<file path="config.mk">
export PLATFORM = sky130hd
export DESIGN_NAME = mux_pipe
export DESIGN_NICKNAME = d
export VERILOG_FILES = /design/src/rtl/mux_pipe.sv
export SDC_FILE = /design/constraint.sdc
export NUM_CORES = 1
export LEC_CHECK = 0
export BUFFER_PORTS_ARGS = -buffer_cell sky130_fd_sc_hd__buf_4
export CAP_MARGIN = 20
export CORE_UTILIZATION = 38
export DETAILED_ROUTE_END_ITERATION = 8
export PLACE_DENSITY = 0.8
export SYNTH_ARGS = -nofsm -noshare
export SYNTH_HDL_FRONTEND = slang
export SYNTH_SLANG_ARGS = --single-unit
</file>
<file path="constraint.sdc">
create_clock -name clk -period 1.9 [get_ports clk]
set_input_delay 0.285 -clock clk [delete_from_list [all_inputs] [get_ports clk]]
set_output_delay 0.285 -clock clk [all_outputs]
set_load 0.01 [all_outputs]
</file>
<file path="src/rtl/mux_pipe.sv">
// mux_pipe: N-channel valid/ready multiplexer with a single registered
// output entry; select-driven (MODE 0) or round-robin (MODE 1).
module mux_pipe #(
  parameter int WIDTH = 32,
  parameter int N = 4,
  parameter int MODE = 0,
  localparam int SELW = (N > 1) ? $clog2(N) : 1
) (
  input  logic               clk,
  input  logic               reset,
  input  logic [N*WIDTH-1:0] in_data,
  input  logic [N-1:0]       in_valid,
  output logic [N-1:0]       in_ready,
  input  logic [SELW-1:0]    sel,
  input  logic               flush,
  output logic [WIDTH-1:0]   out_data,
  output logic               out_valid,
  input  logic               out_ready,
  output logic [SELW-1:0]    out_src
);

  logic [SELW-1:0]  rr_ptr;
  logic [SELW-1:0]  grant;
  logic             found;
  logic             can_accept;
  logic [N-1:0]     ready;
  logic             xfer;
  logic [WIDTH-1:0] pick;
  logic [SELW-1:0]  src;

  // Reset also blocks acceptance so nothing is taken during reset cycles
  assign can_accept = !reset && !flush && (!out_valid || out_ready);

  // Round-robin search starting just after the last granted channel
  always_comb begin
    grant = '0;
    found = 1'b0;
    for (int k = 1; k <= N; k++) begin
      if (!found && in_valid[(int'(rr_ptr) + k) % N]) begin
        found = 1'b1;
        grant = SELW'((int'(rr_ptr) + k) % N);
      end
    end
  end

  // One-hot ready; never depends on in_data
  always_comb begin
    ready = '0;
    for (int i = 0; i < N; i++) begin
      if (MODE == 0) begin
        ready[i] = can_accept && (int'(sel) == i);
      end else begin
        ready[i] = can_accept && found && (int'(grant) == i);
      end
    end
  end

  assign in_ready = ready;

  // Pick the data and index of the channel completing a handshake
  always_comb begin
    xfer = 1'b0;
    pick = '0;
    src  = '0;
    for (int i = 0; i < N; i++) begin
      if (in_valid[i] && ready[i]) begin
        xfer = 1'b1;
        pick = in_data[i*WIDTH +: WIDTH];
        src  = SELW'(i);
      end
    end
  end

  // Output entry: reset, then flush, then load, then drain
  always_ff @(posedge clk) begin
    if (reset) begin
      out_valid <= 1'b0;
      out_data  <= '0;
      out_src   <= '0;
    end else if (flush) begin
      out_valid <= 1'b0;
    end else if (xfer) begin
      out_valid <= 1'b1;
      out_data  <= pick;
      out_src   <= src;
    end else if (out_ready) begin
      out_valid <= 1'b0;
    end
  end

  // Arbitration pointer moves only on an accepted transfer
  always_ff @(posedge clk) begin
    if (reset) begin
      rr_ptr <= SELW'(N - 1);
    end else if (MODE == 1 && xfer) begin
      rr_ptr <= src;
    end
  end

endmodule

</file>
==> flow_summary.json <==
{
  "clock_latency_ns": 0.27,
  "outcome": "finished, final reports clean",
  "num_vias": 2626,
  "drt_first_pass_iters": 4,
  "viasPerCell": 5.76,
  "pwr-share-comb_pct": 29.9,
  "path_clk_slew_ns": 0.07,
  "finalHoldViolCount": 0,
  "die_y_um": 75.5,
  "fmax_ghz": 0.586,
  "fp-row-count": 26,
  "slew_headroom_pct": 47.0,
  "internal_power_uw": 1460,
  "cts-htree-levels": 2,
  "netSwitchingPower_uw": 527,
  "whs_ns": 0.312,
  "post_cts_buffers": 0,
  "crit_path_frequent_cell": "buf_4",
  "nNetsFinal": 523,
  "drc_errors": 0,
  "skew_ns": 0.00789,
  "power_density_nw_per_um2": 569,
  "arrival_ns": 1.90,
  "initial_utilization_pct": 39.9,
  "portBuffers": 176,
  "path_max_fanout": 18,
  "cts_tree": "built",
  "endpoint_kind": "register",
  "netlist_instances": 222,
  "dieArea_um2": 5700,
  "cts_hold_buf": 0,
  "grt_usage_pct": 25.8,
  "synth-main-ff-cell": "dfxtp_1",
  "clockRootBuffer": "clkbuf_8",
  "finalWirelength_mm": 7.77,
  "grt_max_degree": 67,
  "final.period_utilization_pct": 89.9,
  "postPlaceCellArea_um2": 3380,
  "period_needed_ns": 1.71,
  "stdcell_area_um2": 3480,
  "synth_warnings": 0,
  "ant_nets": 0,
  "report.final.slew_viol_count": 0,
  "grt_pass1_wl_mm": 11.2,
  "numCtsBuffers": 5,
  "antennaDiodeCount": 0,
  "rrSetupSlack_ns": 0.32,
  "async_flop_share_pct": 0,
  "core_area_um2": 5140,
  "drive_gt1_share_pct": 52.3,
  "ios": 177,
  "worst-slew-pin-transition_ns": 0.792,
  "startpoint_type": "input pin",
  "setup_viol": 0,
  "synthDistinctLibCells": 26,
  "layout_common_cells": "186 x buf_4, 35 x dfxtp_1, 31 x nor2_1",
  "synth.net_count": 360,
  "grt_overflow_total": 0,
  "required_ns": 2.09,
  "max_stage_delay_ns": 0.63,
  "sequentialPowerShare_pct": 40.5,
  "avgSynthCellArea_um2": 9.25,
  "ctsLongestPathBuffers": 2,
  "seq_area_frac_synth_pct": 34.1,
  "place_congestion": 0.813,
  "vdd_ir_drop_max_uv": 335,
  "p_leak_uw": 0.00152,
  "ys_ff_latch": 35,
  "grt_pass1_vias": 2368,
  "rsz0062_at_grt": "no",
  "antenna_found_initial": 0,
  "crit_type": "input pin to register",
  "crit_chain": "buf_4, nor2b_2, buf_4, a32o_1, a221oi_1, a211oi_1",
  "p_sw_share_pct": 26.6,
  "post-dp-hpwl_mm": 5.85,
  "hold_class": "input pin to register",
  "area_delta_synth_final_pct": 69.7,
  "slowest_stage": "nor2b_2",
  "cts-resized-gates": 0,
  "avgRoutedWirePerCell_um": 17.0,
  "final.setup.tns_ns": 0,
  "die_w_um": 75.5,
  "clock_sinks": 35,
  "mostFrequentLayoutCell": "buf_4",
  "synth_edf_count": 0,
  "drv_cap": 0,
  "netlist_area_um2": 2050,
  "clkPwrFrac_pct": 29.7,
  "drt_iter0_markers": 163
}
-- cells by family (layout without fill, tap and decap cells) --
logic type	after synthesis	in the layout	synth area share [%]
multiplexers	2	2	1.58
buffers and inverters	35	199	8.78
AND/OR/NAND/NOR	47	47	10.5
AO/OA/AOI/OAI	103	103	45.0
flip-flops	35	35	34.1
-- path summary, 6_finish.rpt --
path                                      to  depth (start not counted)    startpoint
worst max-delay path             out_data[0]                          6        sel[1]
worst max register to register  out_data[26]                          4     out_valid
worst min register to register  out_data[21]                          2  out_data[21]
worst min-delay path            out_data[14]                          3  in_data[110]
-- routing by layer --
metal  share of wire, %  GRT usage (%)  up-vias
li1                   -              -     1245
met1                 38           31.5     1225
met2                 52           46.3      145
met3                9.4           5.95       11
met4                1.3           5.76        0
met5                  0              0        -
-- synth_stat cells, types with 3 or more instances --
master / n / area [um2]
dfxtp_1: 35 / 701
nor2_1: 31 / 116
a211oi_1: 29 / 218
a221oi_1: 29 / 254
a32o_1: 29 / 290
clkbuf_1: 19 / 71.3
buf_6: 6 / 67.6
inv_1: 5 / 18.8
o32ai_2: 5 / 81.3
o21ai_0: 4 / 20.0
a21o_1: 3 / 22.5
a222oi_1: 3 / 30.0
and3_1: 3 / 18.8
buf_2: 3 / 15.0
nand2_1: 3 / 11.3
-- sequential cells by signal (all words and copies together) (netlist names) --
name and flops:
out_src 2, out_valid 1, out_data 32
-- area by class of cell --
cell class | instances | area [um2]
repair buffers | 186 | 1400
flip-flops and latches | 35 | 701
inverters | 5 | 18.8
fillers | 451 | 1660
multi-input cells | 152 | 1180
clock buffers | 8 | 100
well taps | 70 | 87.6
-- power groups by stage --
| stage | clock network, uW | logic (uW) | registers (uW) |
|---|---|---|---|
| after floorplan | 0 | 236 | 838 |
| after global placement | 0 | 582 | 818 |
| after detailed placement | 0 | 592 | 819 |
| after CTS | 604 | 593 | 803 |
| after global routing | 641 | 638 | 807 |
| final | 588 | 592 | 802 |
-- worst max-delay path: cells and delay by family --
kind                   cells  cell delay [ns]
AOI/OAI and AO/OA          3             0.50
buffers and inverters      2             0.48
and+or+nand+nor            1             0.63
-- through the flow --
step / setup slack (ns) / std cells / power (uW) / utilization, %
global route: 0.0883 / 456 / 2090 / 67.8
floorplan: 0.263 / 222 / 1070 / -
finish: 0.193 / 456 / 1980 / 67.8
CTS: 0.197 / 456 / 2000 / 67.8
detailed placement: -0.0894 / 448 / 1410 / 65.8
global placement: -0.0374 / 448 / 1400 / 65.8
Power figures use the tool's default switching activity.
